**src/rtl/decode_stage.sv**
```systemverilog
// Registered decode stage between fetch and rename: per-lane decode into a 2-entry skid FIFO.
// Optional `DECODE_ILLEGAL_TRAP_EN: flag illegal lanes and zero their control, ALU op and immediate.
module decode_stage #(
  parameter int unsigned LANES = 1,
  parameter int unsigned PC_W  = 12
) (
  input  logic                  clk,
  input  logic                  rst,
  input  logic                  in_valid,
  output logic                  in_ready,
  input  logic [LANES-1:0]      in_lane_valid,
  input  logic [PC_W-1:0]       in_pc,
  input  logic [32*LANES-1:0]   in_instr,
  input  logic                  flush,
  output logic                  out_valid,
  input  logic                  out_ready,
  output logic [LANES-1:0]      out_lane_valid,
  output logic [PC_W*LANES-1:0] out_pc,
  output logic [32*LANES-1:0]   out_instr,
  output logic [7*LANES-1:0]    out_c_sig,
  output logic [3*LANES-1:0]    out_alu_sig,
  output logic [32*LANES-1:0]   out_imm,
  output logic [5*LANES-1:0]    out_rd,
  output logic [5*LANES-1:0]    out_rs1,
  output logic [5*LANES-1:0]    out_rs2,
  output logic [LANES-1:0]      out_illegal
);

  localparam logic [6:0] OpR     = 7'b0110011;
  localparam logic [6:0] OpI     = 7'b0010011;
  localparam logic [6:0] OpLui   = 7'b0110111;
  localparam logic [6:0] OpLoad  = 7'b0000011;
  localparam logic [6:0] OpStore = 7'b0100011;

  localparam logic [2:0] AluAdd = 3'b000;
  localparam logic [2:0] AluXor = 3'b001;
  localparam logic [2:0] AluOr  = 3'b010;
  localparam logic [2:0] AluAnd = 3'b011;
  localparam logic [2:0] AluSr  = 3'b100;
  localparam logic [2:0] AluSl  = 3'b101;

  typedef struct packed {
    logic [6:0]  c;
    logic [2:0]  alu;
    logic [31:0] imm;
    logic        ill;
  } dec_t;

  function automatic dec_t decode(input logic [31:0] ins);
    dec_t       d;
    logic       legal;
    logic [2:0] f3;
    f3    = ins[14:12];
    d     = '0;
    legal = 1'b0;
    case (ins[6:0])
      OpR: begin
        d.c   = 7'h41;
        legal = (f3 == 3'b000) || (f3 == 3'b100) || (f3 == 3'b101);
        if (f3 == 3'b100) d.alu = AluXor;
        else if (f3 == 3'b101) d.alu = AluSr;
      end
      OpI: begin
        d.c   = 7'h60;
        d.imm = {{20{ins[31]}}, ins[31:20]};
        case (f3)
          3'b000:  legal = 1'b1;
          3'b110:  begin legal = 1'b1; d.alu = AluOr;  end
          3'b111:  begin legal = 1'b1; d.alu = AluAnd; end
          3'b101:  begin legal = 1'b1; d.alu = AluSr;  end
          default: legal = 1'b0;
        endcase
      end
      OpLui: begin
        d.c   = 7'h60;
        d.alu = AluSl;
        d.imm = {{12{ins[31]}}, ins[31:12]};
        legal = 1'b1;
      end
      OpLoad: begin
        d.c   = (f3 == 3'b000) ? 7'h76 : 7'h74;
        d.imm = {{20{ins[31]}}, ins[31:20]};
        legal = (f3 == 3'b000) || (f3 == 3'b010);
      end
      OpStore: begin
        d.c   = (f3 == 3'b000) ? 7'h2B : 7'h29;
        d.imm = {{20{ins[31]}}, ins[31:25], ins[11:7]};
        legal = (f3 == 3'b000) || (f3 == 3'b010);
      end
      default: legal = 1'b0;
    endcase
    if (!legal) begin
      d.c   = '0;
      d.alu = AluAdd;
`ifdef DECODE_ILLEGAL_TRAP_EN
      d.imm = '0;
      d.ill = 1'b1;
`endif
    end
    return d;
  endfunction

  // Next-entry contents computed from the incoming bundle
  logic [PC_W*LANES-1:0] pc_d;
  logic [7*LANES-1:0]    c_d;
  logic [3*LANES-1:0]    alu_d;
  logic [32*LANES-1:0]   imm_d;
  logic [5*LANES-1:0]    rd_d, rs1_d, rs2_d;
  logic [LANES-1:0]      ill_d;

  for (genvar i = 0; i < LANES; i++) begin : g_lane
    dec_t        dec;
    logic [31:0] ins;
    assign ins                    = in_instr[32*i +: 32];
    assign dec                    = decode(ins);
    assign pc_d[PC_W*i +: PC_W]   = in_pc + PC_W'(4 * i);
    assign c_d[7*i +: 7]          = dec.c;
    assign alu_d[3*i +: 3]        = dec.alu;
    assign imm_d[32*i +: 32]      = dec.imm;
    assign rd_d[5*i +: 5]         = ins[11:7];
    assign rs1_d[5*i +: 5]        = ins[19:15];
    assign rs2_d[5*i +: 5]        = ins[24:20];
    assign ill_d[i]               = dec.ill & in_lane_valid[i];
  end

  logic [LANES-1:0]      lv_q    [2];
  logic [PC_W*LANES-1:0] pc_q    [2];
  logic [32*LANES-1:0]   instr_q [2];
  logic [7*LANES-1:0]    c_q     [2];
  logic [3*LANES-1:0]    alu_q   [2];
  logic [32*LANES-1:0]   imm_q   [2];
  logic [5*LANES-1:0]    rd_q    [2];
  logic [5*LANES-1:0]    rs1_q   [2];
  logic [5*LANES-1:0]    rs2_q   [2];
  logic [LANES-1:0]      ill_q   [2];

  logic [1:0] count_q, count_d;
  logic       wr_ptr_q, rd_ptr_q;
  logic       push, pop;

  // in_ready depends only on registered count, so out_ready never reaches it
  assign in_ready  = (count_q != 2'd2);
  assign out_valid = (count_q != 2'd0);
  assign push      = in_valid && in_ready;
  assign pop       = out_valid && out_ready;

  always_comb begin
    count_d = count_q;
    case ({push, pop})
      2'b10:   count_d = count_q + 2'd1;
      2'b01:   count_d = count_q - 2'd1;
      default: count_d = count_q;
    endcase
  end

  always_ff @(posedge clk or posedge rst) begin
    if (rst) begin
      count_q  <= 2'd0;
      wr_ptr_q <= 1'b0;
      rd_ptr_q <= 1'b0;
      for (int e = 0; e < 2; e++) begin
        lv_q[e]    <= '0;
        pc_q[e]    <= '0;
        instr_q[e] <= '0;
        c_q[e]     <= '0;
        alu_q[e]   <= '0;
        imm_q[e]   <= '0;
        rd_q[e]    <= '0;
        rs1_q[e]   <= '0;
        rs2_q[e]   <= '0;
        ill_q[e]   <= '0;
      end
    end else if (flush) begin
      count_q  <= 2'd0;
      wr_ptr_q <= 1'b0;
      rd_ptr_q <= 1'b0;
    end else begin
      count_q <= count_d;
      if (push) begin
        lv_q[wr_ptr_q]    <= in_lane_valid;
        pc_q[wr_ptr_q]    <= pc_d;
        instr_q[wr_ptr_q] <= in_instr;
        c_q[wr_ptr_q]     <= c_d;
        alu_q[wr_ptr_q]   <= alu_d;
        imm_q[wr_ptr_q]   <= imm_d;
        rd_q[wr_ptr_q]    <= rd_d;
        rs1_q[wr_ptr_q]   <= rs1_d;
        rs2_q[wr_ptr_q]   <= rs2_d;
        ill_q[wr_ptr_q]   <= ill_d;
        wr_ptr_q          <= ~wr_ptr_q;
      end
      if (pop) rd_ptr_q <= ~rd_ptr_q;
    end
  end

  assign out_lane_valid = lv_q[rd_ptr_q];
  assign out_pc         = pc_q[rd_ptr_q];
  assign out_instr      = instr_q[rd_ptr_q];
  assign out_c_sig      = c_q[rd_ptr_q];
  assign out_alu_sig    = alu_q[rd_ptr_q];
  assign out_imm        = imm_q[rd_ptr_q];
  assign out_rd         = rd_q[rd_ptr_q];
  assign out_rs1        = rs1_q[rd_ptr_q];
  assign out_rs2        = rs2_q[rd_ptr_q];
  assign out_illegal    = ill_q[rd_ptr_q];

endmodule

```
**config.mk**
```make
export PLATFORM = sky130hd
export DESIGN_NAME = decode_stage
export DESIGN_NICKNAME = d
export VERILOG_FILES = /design/src/rtl/decode_stage.sv
export SDC_FILE = /design/constraint.sdc
export NUM_CORES = 1
export LEC_CHECK = 0
export CORE_MARGIN = 5
export CORE_UTILIZATION = 47
export CTS_BUF_LIST = sky130_fd_sc_hd__clkbuf_16
export DETAILED_ROUTE_END_ITERATION = 6
export GPL_ROUTABILITY_DRIVEN = 0
export PLACE_DENSITY = 0.77
export SYNTH_ARGS = -nofsm -noshare
export SYNTH_HDL_FRONTEND = slang
export SYNTH_SLANG_ARGS = --single-unit
```
**constraint.sdc**
```tcl
create_clock -name clk -period 4.3 [get_ports clk]
set_clock_uncertainty 0.1 [all_clocks]
set_input_delay 0.43 -clock clk [delete_from_list [all_inputs] [get_ports clk]]
set_output_delay 0.43 -clock clk [all_outputs]
set_load 0.05 [all_outputs]
```
# Word-level counts from Yosys, hierarchy flattened
# Index checks and enable logic that the tools add are counted.
dict set report op_classes {
  n_addsub 2
  n_lt_le_gt_ge 3
  n_eq_ne 13
  mux 68
  n_bitwise 7
  n_reduce_logical 16
}
# op n
set op_table {}
lappend op_table {{$mux W32} 7}
lappend op_table {{$bwmux W64} 2}
lappend op_table {{$pmux W32 S3} 1}
lappend op_table {{$mux W5} 10}
lappend op_table {{$mux W12} 4}
lappend op_table {{$demux W32 S1} 1}
lappend op_table {{$bwmux W10} 3}
lappend op_table {{$mux W7} 4}
lappend op_table {{$pmux W7 S4} 1}
lappend op_table {{$bwmux W24} 1}
lappend op_table {{$eq A7 B6 Y1 const B} 3}
lappend op_table {{$mux W3} 6}
lappend op_table {{$pmux W3 S3} 2}
lappend op_table {{$bwmux W14} 1}
lappend op_table {{$demux W12 S1} 1}
lappend op_table {{$eq A3 B3 Y1 const B} 4}
lappend op_table {{$mux W1} 12}
lappend op_table {{$mux W10} 1}
lappend op_table {{$demux W7 S1} 1}
lappend op_table {{$eq A7 B2 Y1 const B} 1}
lappend op_table {{$eq A7 B5 Y1 const B} 1}
lappend op_table {{$bwmux W6} 1}
lappend op_table {{$mux W2} 3}
lappend op_table {{$reduce_bool A2 Y1} 3}
lappend op_table {{25 further kinds} 35}
dict set report totals {
  register_bits 210
  input_bits 50
  output_inout_bits 105
  elab_cells 132
}

# Longest topological paths before layout
# Gate-level depths: netlist of run 1.
dict set report depth {
  word_depth 7
  depth_mapped 7
  ltp_nobuf 4
}

# Least setup slack after synthesis of run 1
# Ideal clock, no wire load.
dict set report synth_timing {
  path_kind {register to output}
  startpoint {register rd_ptr_q}
  endpoint {output port out_imm[20]}
  arrival_time_ps 1554
  required_time_ps 3770
  path_slack_ps 2216
  stages_incl_launch_ff 5
  n_path_buf 3
  path_cell_list {dfrtp_1 buf_2 buf_2 mux2_2 buf_4}
}
dict set report synth_via {
  elab_chain_cells 4
}
# item line
set synth_rtl {}
lappend synth_rtl {{start, declared} 138} ;# logic wr_ptr_q, rd_ptr_q;
lappend synth_rtl {{start signal, assigned} 192} ;# if (pop) rd_ptr_q <= ~rd_ptr_q;
lappend synth_rtl {{$not A1 Y2 (implied by the code)} 201} ;# assign out_imm = imm_q[rd_ptr_q];
lappend synth_rtl {{$mux W32 (implied by the code) (3 in a row)} 201}
lappend synth_rtl {{end, declared} 22} ;# output logic [32*LANES-1:0] out_imm,
# Every way passes these cells. The select of a mux whose other input is x is not followed.

# Final worst setup path of run 1
dict set report layout_timing {
  startpoint {register rd_ptr_q}
  endpoint {output port out_pc[9]}
}
dict set report layout_via {
  elab_chain_cells 4
}
# item line
set layout_rtl {}
lappend layout_rtl {{$not A1 Y2 (implied by the code)} 197} ;# assign out_pc = pc_q[rd_ptr_q];
lappend layout_rtl {{$mux W12 (implied by the code) (3 in a row)} 197}
lappend layout_rtl {{end, declared} 18} ;# output logic [PC_W*LANES-1:0] out_pc,
# Every way passes these cells. The select of a mux whose other input is x is not followed.

==> results by group, run 1 <==
Status
  – Outcome: completed

Clock network
  – CTS tree: yes
  – Cts bufs inserted: 17
  – Post-CTS sizing: 0
  – TritonCTS Sinks: approximately 150
  – Clock buffer depth: 2
  – Root buffer cell: clkbuf_16
  – CTS H-Tree Depth: 4
  – CTS hold repair buffers: 0
  – CTS clock-pin slew for the worst setup and hold paths: ~60 ps
  – Skew-Pair Late Insertion Delay: slightly above 400 ps
  – Setup Fix Bufs, Post-CTS: 0

Global routing
  – Initial antenna violation count: 0
  – Vias in the first global route: ~5900
  – Gr usage total: 0.208
  – Pin count of the biggest net entering global routing: just under 80
  – First-pass GRT wire length: 30300 um
  – Grt total ovfl: 0

Routing
  – DRT antenna net count: 0
  – # DRC: 0
  – Met2 wire len: 8720 um
  – DR pass1 iterations: 4
  – Total Wirelength: between 15000 and 20000 um
  – Average wire per standard cell: around 17 um
  – Initial DRC Count: between 300 and 400
  – Length of routed wiring on met1: 8110 um
  – Top Metal Used: met4
  – Via count: 5694
  – Met3 WL: approximately 1300 um
  – Post-detailed-route via-to-cell ratio: just over 5

Setup path
  – Worst r2r src: count_q[0]
  – Reg2Reg Depth: 5
  – Worst Path Class, Setup: register to primary output
  – Crit path DAT: 2860 ps
  – CP max FO: 66
  – CP Capture Type: primary output
  – RR Endpoint: imm_q[35]
  – Worst endpoint required time: 3770 ps
  – Worst R2R Setup Slack: between 2000 and 2500 ps
  – CP Launch Type: register
  – Crit path launch: rd_ptr_q
  – Capture point of the worst path: out_pc[9]

Timing
  – Setup TNS Final: 0 ps
  – Relative slew slack: 0.362
  – Final Max Tran Viols: 0
  – Min Clock Period, post-route: about 3400 ps
  – Hold Vio Cnt, Final: 0
  – Unrepaired setup endpoints after global routing: false
  – Crit share post-route: 0.789
  – Fmax: between 200 and 300 MHz
  – Actual slew at the worst max-slew pin: between 900 and 1000 ps
  – Setup violators final: 0

Power
  – Power, Total: 4.93 mW
  – Max VDD drop: between 0.0003 and 0.0004 V
  – Leakage Power: between 4 and 5 nW
  – PwrDens: roughly 520 nW/um^2

Floorplan
  – Core ar.: around 16000 um^2
  – Die extent in x: roughly 140 um
  – Die Y: ~140 um
  – Cell Rows: 46
  – Starting density of the core: 0.476
  – I/O pins: 155
  – Die ar.: around 19000 um^2

Logic synthesis
  – Syn_nets: ~840
  – Top_reg_cell synth: dfrtp_1
  – Avg Cell Area, Syn: between 9 and 10 um^2
  – Post-synthesis register bit count: approximately 150
  – Mapped Area: ~7500 um^2
  – Post-synth EDFFs: 0
  – Netlist cell types: 50
  – Mapped Cells: ~790
  – Seq/Total Area, Yosys: 0.513
  – Asr flop ratio synth: 1.00
  – Yosys warns: 0

Final layout
  – Layout cells sized above 1: 0.161
  – # diodes: 0
  – Fill cells: 1355
  – Area Growth Syn to Fin: 26.7%
  – Post-layout nets: between 900 and 1000

Place
  – IO Port Bufs: roughly 150
  – Detailed placement HPWL: 12200 um

Min path
  – Hold WC Path Type: input pin to asynchronous set/reset pin

Run
  – MaxCap Viol Count: 0
## flip-flops by register name, summed over array words and instances (netlist names)
register,flops
alu_q,6
c_q,12
count_q,2
ill_q,2
imm_q,40
instr_q,64
lv_q,2
pc_q,24
rd_ptr_q,1
wr_ptr_q,1
## layout make-up
| type | count | area [um^2] | share of cell area |
|---|---|---|---|
| repair buffers | 164 | 1630 | 0.171 |
| clock inverters | 15 | 190 | 0.0200 |
| clock buffers | 17 | 425 | 0.0447 |
| multi-input cells | 550 | 3130 | 0.329 |
| well taps | 216 | 270 | 0.0284 |
| inverters | 2 | 11.3 | 0.00118 |
| flip-flops and latches | 154 | 3860 | 0.406 |
## worst max-delay path, stage by stage (launching register included)
cell             delay (ps)
dfrtp_4                1050
buf_4                   330
mux2_2                  350
clkdlybuf4s50_1         700
## power by group
group	internal (mW)	total [mW]	switching, mW	leakage [nW]
logic	0.554	1.53	0.972	2.13
clock network	0.924	1.54	0.618	0.287
registers	1.71	1.86	0.155	1.98
## Yosys cell counts (7+ instances only)
| library cell | instances | share of area |
|---|---|---|
| dfrtp_1 | 154 | 0.51 |
| o21ai_0 | 11 | 0.0073 |
| nor2_1 | 32 | 0.016 |
| buf_2 | 16 | 0.011 |
| mux2_2 | 82 | 0.12 |
| o21ai_1 | 17 | 0.011 |
| nand2_1 | 310 | 0.16 |
| clkbuf_1 | 14 | 0.0070 |
| nor2b_1 | 7 | 0.0058 |
| buf_6 | 12 | 0.018 |
| buf_4 | 33 | 0.033 |
| a21oi_1 | 23 | 0.015 |
## stage by stage
stage / std cells / cell area (um^2) / hold WS (ps) / utilization / setup WS, ps
3_5_place_dp: 1086 / 8900 / 357 / 0.564 / 1320
4_1_cts: 1118 / 9510 / 193 / 0.603 / 855
3_3_place_gp: 1086 / 8900 / 352 / 0.564 / 1340
5_1_grt: 1118 / 9510 / 208 / 0.603 / 790
2_1_floorplan: 786 / 7510 / 340 / - / 1830
6_report: 1118 / 9510 / 200 / 0.603 / 909
## placed cells by master, fill, tap and decap left out, types with 3 or more instances in the layout
master / synthesis / layout
o21ai_1: 17 / 17
nor3_1: 4 / 4
clkdlybuf4s50_1: 0 / 154
clkbuf_16: 0 / 17
a2bb2oi_1: 5 / 5
inv_6: 0 / 5
nor2_1: 32 / 32
nand2_1: 310 / 310
o21ai_0: 11 / 11
nor2b_1: 7 / 7
mux2_4: 4 / 4
a21oi_1: 23 / 23
a22o_1: 4 / 4
clkinvlp_4: 0 / 5
a22oi_1: 6 / 6
clkinv_4: 0 / 3
mux2_2: 82 / 82
and2_1: 4 / 4
buf_4: 33 / 9
dfrtp_1: 154 / 153
o41ai_2: 4 / 4
bufinv_16: 0 / 3
## cells by family after synthesis
logic type | count (synthesis) | share of synthesized area
flip-flops | 154 | 0.513
AO/OA/AOI/OAI | 80 | 0.0705
XOR/XNOR | 2 | 0.00233
buffers and inverters | 82 | 0.0722
AND/OR/NAND/NOR | 380 | 0.208
multiplexers | 88 | 0.134
## worst min-delay path by stage
stage | start | end | slack (ps) | cells after the start
2_1_floorplan | instr_q[0] | instr_q[0] | 340 | 2
3_3_place_gp | instr_q[11] | instr_q[11] | 350 | 2
3_5_place_dp | lv_q[0] | lv_q[0] | 360 | 2
4_1_cts | rst | pc_q[10] | 190 | 2
5_1_grt | rst | pc_q[8] | 210 | 2
6_report | rst | pc_q[10] | 200 | 2
## metal layers
metal / up-vias / GRT usage
met5: - / 0
met2: 171 / 0.323
met1: 2749 / 0.287
met4: 0 / 0.0722
li1: 2752 / -
met3: 22 / 0.0522
Power figures use the tool's default switching activity.
==> run 2, diff against run 1 <==
- CORE_UTILIZATION: 47 -> 52
- PLACE_DENSITY: 0.77 -> 0.81
- clock period: 4.3 -> 3.6 ns (I/O delays scaled with it)
==> run 2 against run 1 <==
Net effect:
- sequential power increased by 20%
- critical path depth did not move
- core utilization increased by 5.9 points
- highest routed layer unchanged
- largest cell class unchanged
- register-to-register slack worse by 560 ps
- first-iteration DRC count rose by 34%
- wire length is 2.6% higher
- design area is essentially flat
- clock power increased by 20%
- via count grew 3.5%
- critical path type unchanged
==> results by group, run 2 (synthesis results as in run 1) <==
Routing
  – DRT antenna net count: 0 (unchanged)
  – Post-detailed-route via-to-cell ratio: 5.41 (was 5.09)
  – # DRC: 0 (unchanged)
  – Average wire per standard cell: 17.4 um (was 16.5 um)
  – DR pass1 iterations: 6 (was 4)
  – Via count: 5895 (was 5694)
  – Initial DRC Count: 518 (was 387)
  – Total Wirelength: 18900 um (was 18500 um)

Timing
  – Fmax: ~330 MHz
  – Crit share post-route: 0.850
  – Setup TNS Final: 0 ps (unchanged)
  – Unrepaired setup endpoints after global routing: false (unchanged)
  – Final Max Tran Viols: 0 (unchanged)
  – Actual slew at the worst max-slew pin: 794 ps (was 957 ps)
  – Hold Vio Cnt, Final: 0 (unchanged)
  – Relative slew slack: 0.471 (was 0.362)
  – Setup violators final: 0 (unchanged)
  – Min Clock Period, post-route: a little over 3000 ps
  – Hold slack: 224 ps (was 200 ps)

Global routing
  – Vias in the first global route: 5956 (was 5926)
  – Grt total ovfl: 0 (unchanged)
  – Gr usage total: 0.231 (was 0.208)
  – First-pass GRT wire length: 30600 um (was 30300 um)
  – Pin count of the biggest net entering global routing: 73 (was 77)
  – Initial antenna violation count: 0 (unchanged)

Clock network
  – CTS clock-pin slew for the worst setup and hold paths: 60 ps (about the same)
  – Root buffer cell: clkbuf_16 (unchanged)
  – Skew-Pair Late Insertion Delay: 430 ps (was 410 ps)
  – Post-CTS sizing: 0 (unchanged)
  – Cts bufs inserted: 17 (unchanged)
  – CTS H-Tree Depth: 4 (unchanged)
  – CTS tree: yes (unchanged)
  – CTS hold repair buffers: 0 (unchanged)
  – Clock buffer depth: 2 (unchanged)
  – Setup Fix Bufs, Post-CTS: 0 (unchanged)
  – TritonCTS Sinks: 154 (unchanged)

Final layout
  – Area of the multi-input gates: 3130 um^2 (unchanged)
  – Area Growth Syn to Fin: 26.8% (was 26.7%)
  – Layout cells sized above 1: 0.159 (was 0.161)
  – Post-layout nets: 942 (was 939)
  – Fill cells: 1107 (was 1355)
  – Max reg flops: 64 (unchanged)
  – Most frequent cells in the layout: 310 x nand2_1, 154 x clkdlybuf4s50_1, 153 x dfrtp_1, 82 x mux2_2, 32 x nor2_1 (unchanged)
  – Commonest non-fill, non-tap cell in the layout: nand2_1 (unchanged)
  – # diodes: 0 (unchanged)
  – Sequential cell area: 3860 um^2 (unchanged)
  – Largest registers: instr_q: 64 flops, imm_q: 40 flops, pc_q: 24 flops (unchanged)
  – Reg with most FFs: instr_q (unchanged)

Run
  – MaxCap Viol Count: 0 (unchanged)

Floorplan
  – Die Y: 130 um (was 136 um)
  – Core ar.: 14400 um^2 (was 15800 um^2)
  – Starting density of the core: 0.522 (was 0.476)
  – Die ar.: 16900 um^2 (was 18600 um^2)
  – Die extent in x: 130 um (was 136 um)
  – I/O pins: 155 (unchanged)
  – Cell Rows: 44 (was 46)

Setup path
  – Crit path DAT: 2600 ps (was 2860 ps)
  – Worst endpoint required time: 3140 ps (was 3770 ps)
  – Worst Path Class, Setup: register to primary output (unchanged)
  – CP Launch Type: register (unchanged)
  – CP Capture Type: primary output (unchanged)
  – CP max FO: 37 (was 66)

Power
  – Pint: 3.86 mW (was 3.19 mW)
  – NetSw: 2.07 mW (was 1.75 mW)
  – Max VDD drop: 0.000464 V (was 0.000306 V)
  – Leakage Power: 4.43 nW (was 4.39 nW)
  – Sw frac: 0.349 (was 0.354)
  – Clock power share: 0.313 (about the same)
  – Combinational power share: 0.312 (was 0.309)
  – PwrDens: 623 nW/um^2 (was 519 nW/um^2)
  – Sequential Power Share: 0.375 (was 0.378)

Place
  – Detailed placement HPWL: 12500 um (was 12200 um)
  – IO Port Bufs: 154 (unchanged)

Min path
  – Hold WC Path Type: input pin to asynchronous set/reset pin (unchanged)

Status
  – Outcome: completed (unchanged)
## run 2: cell types whose count changed in the layout (fill, tap and decap cells not counted)
cell	before	now
inv_6	5	0
inv_1	1	4
buf_12	1	3
clkinv_2	0	2
buf_4	9	10
bufinv_16	3	4
clkinv_1	0	1
clkinv_4	3	2
clkinvlp_4	5	4
## run 2: metrics by stage
step / setup slack, ps / std cells / area (um^2) / utilization / power [mW]
final: 542 / 1089 / 9510 / 0.662 / 5.93
after global routing: 468 / 1089 / 9510 / 0.662 / 6.18
after CTS: 525 / 1089 / 9510 / 0.662 / 5.96
after detailed placement: 989 / 1057 / 8900 / 0.620 / 4.10
after global placement: 997 / 1057 / 8900 / 0.620 / 4.07
after floorplan: 1200 / 786 / 7510 / - / 3.58
## run 2: area by class of cell
type	count	area share
Sequential cell	154	0.405
Multi-Input combinational cell	550	0.329
Timing Repair Buffer	167	0.176
Clock buffer	17	0.0447
Tap cell	184	0.0242
Clock inverter	15	0.0195
Inverter	2	0.00118
## run 2: layer usage
layer | global-route usage | wire length, um | vias to the layer above
met1 | 0.318 | 8160 | 2871
met4 | 0.0746 | 350 | 0
met3 | 0.0679 | 1540 | 33
met5 | 0 | 0 | -
met2 | 0.356 | 8890 | 230
li1 | - | - | 2761
## run 2: worst max-delay path, stage by stage, from the launching register on
cell and delay [ps]:
dfrtp_4 740, buf_12 310, mux2_2 390, clkdlybuf4s50_1 710
## run 2: worst paths after layout
path	slack (ps)	end	startpoint	cells after the start
setup / recovery	540	out_instr[16]	rd_ptr_q	3
hold / removal	220	pc_q[10]	rst	2
setup reg to reg	1470	pc_q[6]	count_q[0]	6
hold reg to reg	370	instr_q[1]	instr_q[1]	2
max in group asynchronous	2450	rd_ptr_q	rst	3
min in group clk	370	instr_q[1]	instr_q[1]	2
## run 2: power groups by stage
stage          Combinational [mW]  Sequential, mW  Clock, mW
2_1_floorplan                1.40            2.18          0
3_3_place_gp                 1.82            2.25          0
3_5_place_dp                 1.85            2.25          0
4_1_cts                      1.87            2.22       1.87
5_1_grt                      1.98            2.26       1.94
6_report                     1.85            2.23       1.85
